$ cat config.mk
export PLATFORM = sky130hd
export DESIGN_NAME = fetch_seq_unit
export DESIGN_NICKNAME = d
export VERILOG_FILES = /design/src/rtl/fetch_seq_unit.sv
export SDC_FILE = /design/constraint.sdc
export NUM_CORES = 1
export LEC_CHECK = 0
export BUFFER_PORTS_ARGS = -buffer_cell sky130_fd_sc_hd__clkbuf_2
export CAP_MARGIN = 20
export CORE_UTILIZATION = 56
export CTS_CLUSTER_DIAMETER = 60
export CTS_CLUSTER_SIZE = 28
export DETAILED_ROUTE_END_ITERATION = 6
export HOLD_SLACK_MARGIN = 0.15
export PLACE_DENSITY = 0.79
export SLEW_MARGIN = 30
export SYNTH_ARGS = -nofsm -noshare
export SYNTH_HDL_FRONTEND = slang
export SYNTH_SLANG_ARGS = --single-unit
$ cat constraint.sdc
create_clock -name clk -period 3.4 [get_ports clk]
set_input_delay 0.17 -clock clk [delete_from_list [all_inputs] [get_ports clk]]
set_output_delay 0.17 -clock clk [all_outputs]
set_load 0.01 [all_outputs]
$ cat src/rtl/fetch_seq_unit.sv
// fetch_seq_unit
//   PC sequencer, IF/ID pipeline register and circular return-address stack.
//   Sits between inst_mem (IF) and control/reg_file (ID).
//
// Ports
//   clk             rising-edge clock
//   reset           asynchronous active-low reset
//   stall           load-use hold: freezes PC and IF/ID, no redirect, no RAS op
//   id_branch       taken branch resolved in ID
//   id_jump         unconditional jump in ID
//   id_call         call in ID (jump to id_target, push id_pc_plus_one)
//   id_ret          return in ID (jump to RAS top, pop)
//   id_target       branch/jump/call target
//   if_instruction  instruction fetched at pc
//   pc              fetch address
//   id_instruction  registered instruction for ID (0 on bubble)
//   id_pc_plus_one  registered pc+1 for ID (0 on bubble)
//   id_valid        ID holds a real instruction
//   flush           combinational: redirect taken this cycle
//   ras_count       live RAS entries, saturates at RAS_DEPTH
//   ras_overflow    sticky: push while full
//   ras_underflow   sticky: pop while empty
//
// Optional build macro FETCH_SEQ_PERF_EN adds perf_stall_cnt / perf_flush_cnt
// (free-running 32-bit counters of stall cycles and flush cycles).

module fetch_seq_unit #(
  parameter int              PC_W      = 8,
  parameter int              INST_W    = 19,
  parameter int              RAS_DEPTH = 8,
  parameter logic [PC_W-1:0] RESET_PC  = '0
) (
  input  logic                           clk,
  input  logic                           reset,
  input  logic                           stall,
  input  logic                           id_branch,
  input  logic                           id_jump,
  input  logic                           id_call,
  input  logic                           id_ret,
  input  logic [PC_W-1:0]                id_target,
  input  logic [INST_W-1:0]              if_instruction,
  output logic [PC_W-1:0]                pc,
  output logic [INST_W-1:0]              id_instruction,
  output logic [PC_W-1:0]                id_pc_plus_one,
  output logic                           id_valid,
  output logic                           flush,
  output logic [$clog2(RAS_DEPTH+1)-1:0] ras_count,
  output logic                           ras_overflow,
  output logic                           ras_underflow
`ifdef FETCH_SEQ_PERF_EN
  ,
  output logic [31:0]                    perf_stall_cnt,
  output logic [31:0]                    perf_flush_cnt
`endif
);

  localparam int CNT_W = $clog2(RAS_DEPTH+1);
  localparam int PTR_W = $clog2(RAS_DEPTH);

  logic [PC_W-1:0]   pc_q, pc_d;
  logic [INST_W-1:0] id_inst_q, id_inst_d;
  logic [PC_W-1:0]   id_ppo_q, id_ppo_d;
  logic              id_valid_q, id_valid_d;
  logic [PTR_W-1:0]  ras_ptr_q, ras_ptr_d;
  logic [CNT_W-1:0]  ras_cnt_q, ras_cnt_d;
  logic              ras_ovf_q, ras_ovf_d;
  logic              ras_unf_q, ras_unf_d;
  logic [PC_W-1:0]   ras_mem_q [RAS_DEPTH];

  logic              act;
  logic              redirect;
  logic              ras_empty;
  logic              ras_full;
  logic [PTR_W-1:0]  top_idx;
  logic [PC_W-1:0]   ras_top;
  logic [PC_W-1:0]   pc_plus_one;
  logic [PC_W-1:0]   redirect_pc;
  logic              ras_wr_en;
  logic [PTR_W-1:0]  ras_wr_addr;

  assign act         = id_valid_q & ~stall;
  assign redirect    = act & (id_ret | id_call | id_jump | id_branch);
  assign ras_empty   = (ras_cnt_q == '0);
  assign ras_full    = (ras_cnt_q == CNT_W'(RAS_DEPTH));
  assign top_idx     = ras_ptr_q - PTR_W'(1);
  assign ras_top     = ras_mem_q[top_idx];
  assign pc_plus_one = pc_q + PC_W'(1);

  // Return wins over call/jump/branch; an empty stack returns to RESET_PC.
  always_comb begin
    redirect_pc = id_target;
    if (id_ret) redirect_pc = ras_empty ? RESET_PC : ras_top;
  end

  always_comb begin
    pc_d        = pc_q;
    id_inst_d   = id_inst_q;
    id_ppo_d    = id_ppo_q;
    id_valid_d  = id_valid_q;
    ras_ptr_d   = ras_ptr_q;
    ras_cnt_d   = ras_cnt_q;
    ras_ovf_d   = ras_ovf_q;
    ras_unf_d   = ras_unf_q;
    ras_wr_en   = 1'b0;
    ras_wr_addr = ras_ptr_q;

    if (!stall) begin
      if (redirect) begin
        pc_d       = redirect_pc;
        id_inst_d  = '0;
        id_ppo_d   = '0;
        id_valid_d = 1'b0;
      end else begin
        pc_d       = pc_plus_one;
        id_inst_d  = if_instruction;
        id_ppo_d   = pc_plus_one;
        id_valid_d = 1'b1;
      end
    end

    if (act) begin
      if (id_call && id_ret) begin
        if (ras_empty) begin
          // Nothing to swap with: degrade to a plain push.
          ras_wr_en = 1'b1;
          ras_ptr_d = ras_ptr_q + PTR_W'(1);
          ras_cnt_d = ras_cnt_q + CNT_W'(1);
          ras_unf_d = 1'b1;
        end else begin
          ras_wr_en   = 1'b1;
          ras_wr_addr = top_idx;
        end
      end else if (id_call) begin
        // Full stack wraps onto the oldest entry.
        ras_wr_en = 1'b1;
        ras_ptr_d = ras_ptr_q + PTR_W'(1);
        if (ras_full) ras_ovf_d = 1'b1;
        else          ras_cnt_d = ras_cnt_q + CNT_W'(1);
      end else if (id_ret) begin
        if (ras_empty) begin
          ras_unf_d = 1'b1;
        end else begin
          ras_ptr_d = top_idx;
          ras_cnt_d = ras_cnt_q - CNT_W'(1);
        end
      end
    end
  end

  always_ff @(posedge clk or negedge reset) begin
    if (!reset) begin
      pc_q       <= RESET_PC;
      id_inst_q  <= '0;
      id_ppo_q   <= '0;
      id_valid_q <= 1'b0;
      ras_ptr_q  <= '0;
      ras_cnt_q  <= '0;
      ras_ovf_q  <= 1'b0;
      ras_unf_q  <= 1'b0;
    end else begin
      pc_q       <= pc_d;
      id_inst_q  <= id_inst_d;
      id_ppo_q   <= id_ppo_d;
      id_valid_q <= id_valid_d;
      ras_ptr_q  <= ras_ptr_d;
      ras_cnt_q  <= ras_cnt_d;
      ras_ovf_q  <= ras_ovf_d;
      ras_unf_q  <= ras_unf_d;
    end
  end

  // Stack storage carries no reset; contents are meaningless until pushed.
  always_ff @(posedge clk) begin
    if (ras_wr_en) ras_mem_q[ras_wr_addr] <= id_ppo_q;
  end

  assign pc             = pc_q;
  assign id_instruction = id_inst_q;
  assign id_pc_plus_one = id_ppo_q;
  assign id_valid       = id_valid_q;
  assign flush          = redirect;
  assign ras_count      = ras_cnt_q;
  assign ras_overflow   = ras_ovf_q;
  assign ras_underflow  = ras_unf_q;

`ifdef FETCH_SEQ_PERF_EN
  logic [31:0] perf_stall_q, perf_stall_d;
  logic [31:0] perf_flush_q, perf_flush_d;

  always_comb begin
    perf_stall_d = perf_stall_q + (stall    ? 32'd1 : 32'd0);
    perf_flush_d = perf_flush_q + (redirect ? 32'd1 : 32'd0);
  end

  always_ff @(posedge clk or negedge reset) begin
    if (!reset) begin
      perf_stall_q <= '0;
      perf_flush_q <= '0;
    end else begin
      perf_stall_q <= perf_stall_d;
      perf_flush_q <= perf_flush_d;
    end
  end

  assign perf_stall_cnt = perf_stall_q;
  assign perf_flush_cnt = perf_flush_q;
`endif

endmodule
---- Yosys cells after proc, flatten, opt, wreduce, memory -nomap -nowiden ----
Memory sizes are Yosys's and may differ from the RTL's.
Cells that the tools add are included.
word-level totals
  output and inout bits ................... 43
  input bits .............................. 34
  bits in writable memories ............... 64
  register bits after elaboration ......... 45
  word-level logic and storage cells ...... 62
  memories kept ........................... 1
memories
  memory     depth  width  read ports  clocked after Yosys merged registers in  wr ports  line  source
  ras_mem_q  8      8      1           0                                        1         68    logic [PC_W-1:0] ras_mem_q [RAS_DEPTH];
cells by class
  mux-type cells .......................... 28
  reductions and logical operators ........ 8
  bitwise logic cells ..................... 7
  equal/unequal tests ..................... 5
  $add $sub $neg .......................... 5
operators with widths
  cell                                                                 count
  8-bit two-way mux                                                    4
  4-bit two-way mux                                                    6
  3-bit two-way mux                                                    7
  19-bit two-way mux                                                   1
  1-bit two-way mux                                                    10
  8-bit by 1-bit adder with 8-bit output (second input constant)       1
  3-bit by 2-bit != test with 1-bit output (second input constant)     2
  3-bit AND reduction                                                  2
  5-bit AND reduction                                                  1
  4-bit by 1-bit adder with 4-bit output (second input constant)       1
  4-bit == test (second input constant)                                1
  4-bit zero test                                                      1
  4-bit AND reduction                                                  1
  4-bit by 1-bit subtractor with 4-bit output (second input constant)  1
  3-bit by 1-bit adder with 3-bit output (second input constant)       1
  1-bit bitwise OR                                                     3
  3-bit nonzero test                                                   1
  3-bit by 1-bit subtractor with 3-bit output (second input constant)  1
  1-bit bitwise AND                                                    2
  2-bit by 1-bit != test with 1-bit output (second input constant)     1
  2-bit != test (second input constant)                                1
  1-bit inverter                                                       2
  2-bit nonzero test                                                   1
  1-bit logical AND                                                    1

---- Longest topological paths before layout ----
Gate-level depths: netlist of run 1.
  depth after elaboration ................. 5
  mapped depth ............................ 9

---- Least setup slack after synthesis of run 1 ----
OpenSTA, ideal clock, no wires.
  path type ............................... register to register
  from .................................... reg ras_cnt_q[0] (netlist: ras_count[0])
  to ...................................... mem ras_mem_q[0][0] (enable)
  arrival ................................. 2.083 ns
  cell stages (with the launch flop) ...... 9
  slack ................................... 0.947 ns
  path buffers ............................ 1
  cell sequence ........................... dfrtp_1 -> inv_1 -> ha_1 -> or3b_4 -> and2_4 -> buf_6 -> xnor2_1 -> nand2b_1 -> nor2_1
on the way
  word-level cells in the longest chain between the ends .. 4
RTL lines
  element                 line  source
  from (decl)             65    logic [CNT_W-1:0] ras_cnt_q, ras_cnt_d;
  from (signal assigned)  166   ras_cnt_q <= ras_cnt_d;
  4-bit zero test         83    assign ras_empty = (ras_cnt_q == '0);
  3-bit two-way mux       123   if (ras_empty) begin
  3-bit two-way mux       122   if (id_call && id_ret) begin
  3-bit two-way mux       121   if (act) begin
  to (decl)               68
Every way passes these cells.

---- Final worst setup path of run 1 ----
  from .................................... reg ras_cnt_q[0] (netlist: ras_count[0])
  to ...................................... mem ras_mem_q[4][3] (enable)
Same word-level chain as after synthesis.

==> impl_metrics.env, run 1 <==
export IMPL_status="finished, final reports clean"
export IMPL_grt_ovfl_total=0
export IMPL_path_cells="inv_1 > ha_1 > or3b_4 > and2_4 > xnor2_1 > nand2b_1 > nor2_1"
export IMPL_p_switching_mw=1.60
export IMPL_maxSlewViolCount=0
export IMPL_reg2reg_depth=7
export IMPL_crit_path_start_kind="flop"
export IMPL_period_share_pct=78.7
export IMPL_setup_ws_ns=0.724
export IMPL_yosysWarnings=0
export IMPL_io_pin_count=77
export IMPL_drc_errors=0
export IMPL_hold_viol=0
export IMPL_syn_avg_cell_area_um2=13.2
export IMPL_post_cts_buffers=0
export IMPL_cts_root_buf="clkbuf_8"
export IMPL_cts_tree="yes"
export IMPL_grt_pass1_wl_mm=18.1
export IMPL_synthToLayoutAreaGrowth_pct=19.6
export IMPL_cts_max_level=3
export IMPL_syn_inst=360
export IMPL_ir_worst_vdd_mv=0.376
export IMPL_seqPwrFrac_pct=46.1
export IMPL_clkPwrFrac_pct=18.0
export IMPL_cts_sinks=109
export IMPL_netlist_area_um2=4750
export IMPL_path_clk_slew_ns=0.10
export IMPL_critical_path_required_ns=3.40
export IMPL_drt_initial_drc_count=365
export IMPL_finalWirelength_mm=11.4
export IMPL_dpl_hpwl_mm=7.41
export IMPL_grt_use_met1_pct=38.2
export IMPL_dr_total_vias=3508
export IMPL_hold_path_class="input port to flop"
export IMPL_die_area_um2=8860
export IMPL_critPathTopFamily="simple AND/OR/NAND/NOR gates"
export IMPL_vias_per_cell=6.13
export IMPL_crit_type="flop to flop"
export IMPL_clkLatencyLatePin_ns=0.37
export IMPL_synth_top_area_share_pct=40.4
export IMPL_core_area_um2=8220
export IMPL_max_cap_violations=0
export IMPL_worst_setup_path_end_kind="flop"
export IMPL_worst_path_max_delay_cell="nor2_1"
export IMPL_crit_fanout=8
export IMPL_slew_headroom_pct=48.2
export IMPL_setup_viol=0
export IMPL_synth_fp_nets=400
export IMPL_dp_slack_ns=0.781
export IMPL_avgRoutedWirePerCell_um=20.0
export IMPL_cts_buffer_depth=2
export IMPL_synth_seq_area_share_pct=64.1
export IMPL_pwr_share_comb_pct=35.9
export IMPL_p_sw_share_pct=36.9
export IMPL_worstReg2RegStart="ras_count[0]"
export IMPL_n_antenna_cell=0
export IMPL_row_count=33
export IMPL_tightest_slew_ns=0.774
export IMPL_grt_use_met2_pct=44.8
export IMPL_whs_ns=0.241
export IMPL_grt_max_degree=63
export IMPL_r2r_end="ras_mem_q[4][3]"
export IMPL_ys_seq_elements=109
export IMPL_grt_pass1_vias=3436
export IMPL_rsz0062_at_grt="false"
export IMPL_hold_path_startpoint="id_target[5]"
export IMPL_antenna_found_initial=0
export IMPL_place_congestion=0.887
export IMPL_timing_fmax_mhz=374
export IMPL_drive_gt1_share_pct=26.1
export IMPL_initial_core_util_pct=57.8
export IMPL_grt_usage_pct=28.4
export IMPL_numCtsBuffers=9
export IMPL_synth_largest_area_cell="edfxtp_1"
export IMPL_first_pass_iters=5
export IMPL_grt_busiest_layer="met2"
export IMPL_layout_min_cycle_time_ns=2.68
export IMPL_p_per_area_nw_per_um2=763
export IMPL_synth_edf_count=64
export IMPL_ys_dominant_reg_cell="edfxtp_1"
export IMPL_die_x_um=94.1
export IMPL_worstPathArrival_ns=2.67
export IMPL_met3_usage_pct=5.02
export IMPL_die_y_um=94.1
export IMPL_synthTopCellsByArea="edfxtp_1 40%, dfrtp_1 24%, mux4_2 6.2%"
export IMPL_async_flop_share_pct=41.3
export IMPL_portBuffers=76
export IMPL_rrSetupSlack_ns=0.72
export IMPL_setup_tns_ns=0
export IMPL_final_util_pct=69.2
export IMPL_min_path_cells=3
export IMPL_min_to="pc[5]"
export IMPL_cp_slowest_stage_delay_ns=0.62
export IMPL_path_buf_inv=1
export IMPL_netlist_cell_type_count=55
export IMPL_power_leakage_nw=2.34
export IMPL_p_int_mw=2.73
export IMPL_fin_worst_skew_ns=0.0108
export IMPL_finalPower_mw=4.33
export IMPL_nets=502
export IMPL_detail_route_antenna_nets=0
==> cells by family (layout without fill, tap and decap cells) <==
| kind of cell | after synthesis | count (layout) | synth area share [%] |
|---|---|---|---|
| mux | 25 | 25 | 9.29 |
| simple gates | 107 | 107 | 10.2 |
| compound gates | 67 | 67 | 8.90 |
| xor+xnor | 16 | 16 | 2.95 |
| flops | 109 | 109 | 64.1 |
| buf+inv | 30 | 137 | 3.00 |
| fa+ha+maj | 6 | 6 | 1.58 |
==> flip-flops by register name (all words and copies together), names as in the netlist <==
signal,count
pc,8
id_valid,1
ras_count,4
ras_ptr_q,3
ras_underflow,1
id_pc_plus_one,8
ras_mem_q,64
ras_overflow,1
id_instruction,19
==> through the flow <==
stage | instance area, um^2 | instances
2_1_floorplan | 4750 | 360
3_3_place_gp | 5210 | 528
3_5_place_dp | 5210 | 528
4_1_cts | 5680 | 572
5_1_grt | 5680 | 572
6_report | 5680 | 572
==> power groups by stage <==
stage | registers (mW) | logic (mW) | clock network, mW
final | 2.00 | 1.56 | 0.781
after global routing | 2.03 | 1.69 | 0.833
after CTS | 1.99 | 1.54 | 0.781
after detailed placement | 2.02 | 1.50 | 0
after global placement | 2.00 | 1.46 | 0
after floorplan | 1.97 | 1.02 | 0
==> worst reg2reg max path, cell delays in order, from the launching register on <==
cell	delay [ns]
dfrtp_1	0.43
inv_1	0.13
ha_1	0.17
or3b_4	0.41
and2_4	0.21
xnor2_1	0.14
nand2b_1	0.20
nor2_1	0.62
==> layout make-up <==
class	instances	area, um^2
Sequential cell	109	3050
Fill cell	550	2530
Multi-Input combinational cell	221	1560
Timing Repair Buffer	110	706
Clock buffer	11	131
Tap cell	105	131
Clock inverter	5	60.1
Inverter	11	43.8
==> cells in the mapped netlist (8+ instances only) <==
master / count
mux2i_1: 10
edfxtp_1: 64
xor2_1: 8
a21oi_1: 12
o21ai_0: 28
inv_1: 9
nor2_1: 23
xnor2_1: 8
mux4_2: 13
dfrtp_1: 45
nand2_1: 54
nand3_1: 8
==> per-layer routing <==
layer	share of wire [%]	routed length [um]
met4	3.2	368
met2	50	5710
met1	41	4650
met5	0	0
met3	6.0	686
==> cells in the final DEF, fill, tap and decap left out, drive strengths merged, types with 4 or more instances in the layout <==
cell type,synthesis,final
edfxtp,64,64
mux2i,11,11
dlygate4sd3,0,28
xor2,8,8
inv,11,12
buf,12,6
mux4,14,14
clkbuf,7,87
nor3,4,4
dfrtp,45,45
xnor2,8,8
nand2b,4,4
a21oi,12,12
o21ai,30,30
ha,6,6
nand3,8,8
nor2,24,24
nand2,54,54
==> worst max-delay path by stage <==
stage | slack, ns | cells past startpoint | to | startpoint
final | 0.72 | 7 | ras_mem_q[4][3] | ras_count[0]
after global routing | 0.51 | 8 | pc[5] | ras_ptr_q[1]
after CTS | 0.75 | 7 | ras_mem_q[1][1] | ras_count[0]
after detailed placement | 0.78 | 7 | ras_mem_q[7][0] | ras_count[0]
after global placement | 0.86 | 7 | ras_mem_q[5][5] | ras_count[0]
after floorplan | 0.95 | 8 | ras_mem_q[0][0] | ras_count[0]
==> repair_timing <==
| action | 4_1_cts | 5_1_grt |
|---|---|---|
| hold buffers | 28 | 0 |
| hold endpoints to repair | 72 | 0 |
| resized for setup | 0 | 0 |
(Power assumes the default switching activity.)
==> run 2, diff against run 1 <==
--- a/config.mk
+++ b/config.mk
@@ -5,14 +5,15 @@
 export SDC_FILE = /design/constraint.sdc
 export NUM_CORES = 1
 export LEC_CHECK = 0
+export ABC_AREA = 1
 export BUFFER_PORTS_ARGS = -buffer_cell sky130_fd_sc_hd__clkbuf_2
 export CAP_MARGIN = 20
-export CORE_UTILIZATION = 56
+export CORE_UTILIZATION = 51
 export CTS_CLUSTER_DIAMETER = 60
 export CTS_CLUSTER_SIZE = 28
 export DETAILED_ROUTE_END_ITERATION = 6
 export HOLD_SLACK_MARGIN = 0.15
-export PLACE_DENSITY = 0.79
+export PLACE_DENSITY = 0.76
 export SLEW_MARGIN = 30
 export SYNTH_ARGS = -nofsm -noshare
 export SYNTH_HDL_FRONTEND = slang
==> constraint.sdc (replaced) <==
create_clock -name clk -period 2.3 [get_ports clk]
set_input_delay 0.115 -clock clk [delete_from_list [all_inputs] [get_ports clk]]
set_output_delay 0.115 -clock clk [all_outputs]
set_load 0.01 [all_outputs]
==> run 2 against run 1 <==
- design area is 5.0% higher
- sequential share of layout area shrank 2.6 points
- routed wire length down 1.2%
- maximum frequency rose by 18%
- via count up 7.0%
- sequential power increased by 45%
- total power increased by 56%
- global-route usage is 4.2 points lower
- worst setup slack lost 0.68 ns
- die area up 13%
- clock skew grew 0.0056 ns
- critical endpoint is now ras_mem_q[3][0]
==> impl_metrics.env, run 2 <==
export IMPL_status="finished, final reports clean"
export IMPL_final_util_pct=64.3
export IMPL_grt_pass1_vias=3773
export IMPL_synth_edf_count=64
export IMPL_finalInstanceArea_um2=5970
export IMPL_whs_ns=0.171
export IMPL_yosysWarnings=0
export IMPL_worst_setup_path_end_kind="flop"
export IMPL_hold_path_class="input port to flop"
export IMPL_avgRoutedWirePerCell_um=15.7
export IMPL_nets=624
export IMPL_post_cts_buffers=0
export IMPL_max_cap_violations=0
export IMPL_largest_register_ffs=64
export IMPL_initial_core_util_pct=53.0
export IMPL_synthMuxAreaShare_pct=0
export IMPL_finalPower_mw=6.74
export IMPL_placed_cells=673
export IMPL_cts_max_level=3
export IMPL_synth_seq_area_share_pct=61.9
export IMPL_synthAdderAreaFrac_pct=1.53
export IMPL_crit_fanout=8
export IMPL_fill_cells=783
export IMPL_place_congestion=0.872
export IMPL_synth_top_family_by_area="simple AND/OR/NAND/NOR gates"
export IMPL_die_x_um=100
export IMPL_synth_most_common_cell="nand2_1"
export IMPL_setup_ws_ns=0.0394
export IMPL_numCtsBuffers=9
export IMPL_hold_viol=0
export IMPL_layout_min_cycle_time_ns=2.26
export IMPL_period_share_pct=98.3
export IMPL_crit_type="flop to flop"
export IMPL_tightest_slew_ns=0.446
export IMPL_syn_inst=475
export IMPL_n_antenna_cell=0
export IMPL_p_per_area_nw_per_um2=1130
export IMPL_path_clk_slew_ns=0.11
export IMPL_antenna_found_initial=0
export IMPL_dpl_cell_area_um2=5460
export IMPL_synth_compound_area_share_pct=10.4
export IMPL_timing_fmax_mhz=442
export IMPL_row_count=35
export IMPL_synth_top_area_share_pct=39.1
export IMPL_ys_dominant_reg_cell="edfxtp_1"
export IMPL_die_y_um=100
export IMPL_grt_pass1_wl_mm=18.4
export IMPL_core_area_um2=9280
export IMPL_portBuffers=76
export IMPL_detail_route_antenna_nets=0
export IMPL_cts_buffer_depth=2
export IMPL_clkLatencyLatePin_ns=0.37
export IMPL_drive_gt1_share_pct=22.4
export IMPL_ir_worst_vdd_mv=0.521
export IMPL_finalNonFillerCells=718
export IMPL_dpl_hpwl_mm=7.67
export IMPL_netlist_area_um2=4920
export IMPL_first_pass_iters=5
export IMPL_synthToLayoutAreaGrowth_pct=21.3
export IMPL_async_flop_share_pct=41.3
export IMPL_dp_slack_ns=0.00911
export IMPL_synth_fp_nets=515
export IMPL_rsz0062_at_grt="true"
export IMPL_fin_worst_skew_ns=0.0164
export IMPL_synth_xor_area_share_pct=2.08
export IMPL_synthSimpleGateAreaFrac_pct=18.3
export IMPL_synth_largest_area_cell="edfxtp_1"
export IMPL_regMostFlops="ras_mem_q"
export IMPL_io_pin_count=77
export IMPL_cts_sinks=109
export IMPL_synth_commonest_cells="95 x nand2_1, 64 x edfxtp_1, 50 x nor2_1, 46 x inv_1, 45 x dfrtp_1"
export IMPL_drc_errors=0
export IMPL_setup_viol=0
export IMPL_syn_avg_cell_area_um2=10.4
export IMPL_grt_max_degree=37
export IMPL_final_common_cell="nand2_1"
export IMPL_netlist_cell_type_count=34
export IMPL_maxSlewViolCount=0
export IMPL_slew_headroom_pct=70.3
export IMPL_worstPathArrival_ns=2.28
export IMPL_ys_seq_elements=109
export IMPL_finalWirelength_mm=11.3
export IMPL_cts_tree="yes"
export IMPL_grt_usage_pct=24.3
export IMPL_drt_initial_drc_count=232
export IMPL_grt_ovfl_total=0
export IMPL_critical_path_required_ns=2.32
export IMPL_layout_common_cells="95 x nand2_1, 76 x clkbuf_2, 64 x edfxtp_1, 46 x nor2_1"
export IMPL_synthTopCellsByArea="edfxtp_1 39%, dfrtp_1 23%, nand2_1 7.2%"
export IMPL_crit_path_start_kind="flop"
export IMPL_cts_root_buf="clkbuf_8"
export IMPL_setup_tns_ns=0
export IMPL_dr_total_vias=3752
export IMPL_die_area_um2=10000
export IMPL_power_leakage_nw=2.69
export IMPL_vias_per_cell=5.23
## run 2: critical path, cell delays in order, from the launching register on
cell	delay [ns]
dfrtp_1	0.46
inv_1	0.11
ha_1	0.21
nand2_2	0.10
nor2_4	0.05
inv_2	0.08
nand2_2	0.07
xor2_1	0.17
or2_4	0.29
nor2_2	0.36
## run 2: cell families after synthesis
group | Yosys count
xor gates and xnor gates | 10
and+or+nand+nor | 201
adders and majority gates | 6
buffers and inverters | 69
AOI/OAI and AO/OA | 80
DFF | 109
## run 2: cell type report
cell class	instances	area, um^2	share of cell area, %
Clock buffer	10	138	2.31
Clock inverter	6	45.0	0.755
Inverter	51	191	3.21
Multi-Input combinational cell	297	1630	27.3
Sequential cell	109	3050	51.1
Tap cell	129	161	2.70
Timing Repair Buffer	116	753	12.6
## run 2: path summary, 6_finish.rpt
kind | from | to | slack, ns | cells after the start
worst max-delay path | ras_count[1] | ras_mem_q[3][0] | 0.04 | 9
worst min-delay path | stall | ras_overflow | 0.17 | 3
worst max register to register | ras_count[1] | ras_mem_q[3][0] | 0.04 | 9
worst min register to register | ras_overflow | ras_overflow | 0.49 | 1
max in group asynchronous | reset | id_instruction[1] | 1.40 | 3
min in group asynchronous | reset | id_instruction[5] | 0.18 | 2
## run 2: what timing repair did
action / 4_1_cts / 5_1_grt
pin swaps: 0 / 2
endpoints found under the setup margin: 8 / 64
gates resized for setup: 0 / 6
hold buffers: 29 / 0
hold endpoints to repair: 73 / 0
## run 2: report_power, final
| part | switching, mW | internal (mW) |
|---|---|---|
| clock network | 0.650 | 0.435 |
| registers | 0.411 | 2.48 |
| logic | 1.76 | 1.02 |
## run 2: metal layers
layer	part of all wire (%)	global-route usage, %	up-vias
li1	-	-	1813
met5	0	0	-
met1	43	31.1	1781
met4	2.2	9.59	0
met2	49	40.4	135
met3	6.1	5.29	23
==> run 3, diff against run 2 <==
--- a/config.mk
+++ b/config.mk
@@ -8,10 +8,12 @@
 export ABC_AREA = 1
 export BUFFER_PORTS_ARGS = -buffer_cell sky130_fd_sc_hd__clkbuf_2
 export CAP_MARGIN = 20
+export CORE_MARGIN = 3
 export CORE_UTILIZATION = 51
 export CTS_CLUSTER_DIAMETER = 60
 export CTS_CLUSTER_SIZE = 28
 export DETAILED_ROUTE_END_ITERATION = 6
+export GPL_TIMING_DRIVEN = 0
 export HOLD_SLACK_MARGIN = 0.15
 export PLACE_DENSITY = 0.76
 export SLEW_MARGIN = 30
==> run 3 against run 2 <==
- die area grew 8.1%
- total power increased by 7.1%
- hold slack gained 0.020 ns
- maximum frequency increased by 2.3%
- register-to-register slack improved by 0.05 ns
- critical path depth stayed put
- routed wire length grew 4.7%
==> impl_metrics.env, run 3 (synthesis gave the netlist of run 2 again) <==
export IMPL_power_leakage_nw=2.77
export IMPL_die_y_um=104
export IMPL_hold_path_startpoint="id_call"
export IMPL_path_cells="inv_2 > ha_1 > nand2_2 > nor2_4 > inv_2 > nand2_4 > xor2_4 > or2_4 > nor2_4"
export IMPL_grt_pass1_vias=3854
export IMPL_nets=641
export IMPL_cts_max_level=3
export IMPL_core_area_um2=9330
export IMPL_setup_viol=0
export IMPL_detail_route_antenna_nets=0
export IMPL_final_util_pct=66.7
export IMPL_drc_errors=0
export IMPL_synthToLayoutAreaGrowth_pct=26.4
export IMPL_path_buf_inv=2
export IMPL_r2r_end="ras_mem_q[5][2]"
export IMPL_drt_initial_drc_count=200
export IMPL_fin_worst_skew_ns=0.0165
export IMPL_vias_per_cell=5.24
export IMPL_setup_ws_ns=0.0907
export IMPL_seq_area_um2=3050
export IMPL_final_common_cell="nand2_1"
export IMPL_place_congestion=0.829
export IMPL_worst_setup_path_end_kind="flop"
export IMPL_portBuffers=74
export IMPL_tightest_slew_ns=0.646
export IMPL_hold_path_class="input port to flop"
export IMPL_crit_fanout=8
export IMPL_ir_worst_vdd_mv=0.499
export IMPL_min_path_cells=3
export IMPL_multi_input_area_um2=1730
export IMPL_grt_use_met1_pct=28.2
export IMPL_die_x_um=104
export IMPL_period_share_pct=96.1
export IMPL_min_to="ras_count[1]"
export IMPL_dr_total_vias=3855
export IMPL_regMostFlops="ras_mem_q"
export IMPL_initial_core_util_pct=52.8
export IMPL_dp_slack_ns=-0.683
export IMPL_grt_usage_pct=22.2
export IMPL_status="finished, final reports clean"
export IMPL_grt_pass1_wl_mm=19.3
export IMPL_io_pin_count=77
export IMPL_grt_busiest_layer="met2"
export IMPL_cts_sinks=109
export IMPL_clkLatencyLatePin_ns=0.39
export IMPL_cts_buffer_depth=2
export IMPL_path_clk_slew_ns=0.11
export IMPL_max_cap_violations=0
export IMPL_grt_use_met2_pct=38.1
export IMPL_die_area_um2=10900
export IMPL_whs_ns=0.191
export IMPL_cts_tree="yes"
export IMPL_crit_type="flop to flop"
export IMPL_cts_root_buf="clkbuf_8"
export IMPL_reg2reg_depth=9
export IMPL_layout_min_cycle_time_ns=2.21
export IMPL_crit_path_start_kind="flop"
export IMPL_rrSetupSlack_ns=0.09
export IMPL_slew_headroom_pct=56.9
export IMPL_row_count=35
export IMPL_dpl_hpwl_mm=7.83
export IMPL_drive_gt1_share_pct=25.6
export IMPL_worstPathArrival_ns=2.28
export IMPL_n_antenna_cell=0
export IMPL_finalWirelength_mm=11.8
export IMPL_p_per_area_nw_per_um2=1160
export IMPL_grt_max_degree=46
export IMPL_maxSlewViolCount=0
export IMPL_first_pass_iters=5
export IMPL_numCtsBuffers=9
export IMPL_grt_ovfl_total=0
export IMPL_hold_viol=0
export IMPL_critical_path_required_ns=2.37
export IMPL_worst_path_max_delay_cell="dfrtp_1"
export IMPL_worstReg2RegStart="ras_count[0]"
export IMPL_cp_slowest_stage_delay_ns=0.45
export IMPL_antenna_found_initial=0
export IMPL_largest_register_ffs=64
export IMPL_timing_fmax_mhz=453
export IMPL_critPathTopFamily="simple AND/OR/NAND/NOR gates"
export IMPL_layout_common_cells="90 x nand2_1, 75 x clkbuf_2, 64 x edfxtp_1, 46 x nor2_1, 44 x dfrtp_1"
export IMPL_met3_usage_pct=4.16
export IMPL_avgRoutedWirePerCell_um=16.1
export IMPL_fill_cells=667
==> run 3: worst reg2reg max path, delay by kind of cell, from the launching register on <==
kind,cells,cell delay (ns)
buffers and inverters,2,0.20
XOR/XNOR,1,0.17
adder cells (fa/ha/maj),1,0.22
AND/OR/NAND/NOR,5,0.86
flip-flops,1,0.45
==> run 3: cell type report <==
class	count	area share, %
multi-input combinational	297	27.9
sequential	109	49.0
inverter	51	3.22
buffer	18	1.89
clock buffer	9	1.99
tap	129	2.59
clock inverter	7	1.05
timing repair buffer	115	12.4
==> run 3: through the flow <==
step                      total power, mW  std cells  TNS (ns)  instance area, um^2
after floorplan                      4.61        475     -2.31                 4930
after global placement               5.41        678    -34.81                 5460
after detailed placement             5.55        678    -41.03                 5470
after CTS                            6.92        728         0                 6100
after global routing                 7.69        735   -0.0478                 6220
final                                7.22        735         0                 6220
==> run 3: how the worst max path moves through the flow <==
| stage | startpoint | to | slack, ns | depth (start not counted) |
|---|---|---|---|---|
| 2_1_floorplan | ras_ptr_q[0] | ras_mem_q[6][0] | -0.04 | 12 |
| 3_3_place_gp | ras_ptr_q[0] | ras_mem_q[7][3] | -0.56 | 12 |
| 3_5_place_dp | ras_ptr_q[0] | ras_mem_q[7][5] | -0.68 | 12 |
| 4_1_cts | ras_ptr_q[0] | ras_mem_q[5][0] | 0.01 | 11 |
| 5_1_grt | ras_count[0] | ras_mem_q[3][1] | -0.01 | 9 |
| 6_report | ras_count[0] | ras_mem_q[5][2] | 0.09 | 9 |
==> run 3: report_power, final <==
part	switching [mW]	internal [mW]	total [mW]
clock	0.705	0.420	1.12
combinational	1.97	1.28	3.25
sequential	0.369	2.48	2.85
total	3.04	4.18	7.22
==> run 3: timing repair <==
action,in CTS,in global routing
endpoints found under the setup margin,72,69
setup buffers,3,7
pin swaps,10,9
hold buffers,31,0
resized for setup,26,16
endpoints found under the hold margin,78,0
==> run 3: layer usage <==
| layer | up-vias | wire length, um |
|---|---|---|
| met3 | 17 | 631 |
| met2 | 130 | 6020 |
| met4 | 0 | 195 |
| met1 | 1856 | 4970 |
| li1 | 1852 | - |
| met5 | - | 0 |
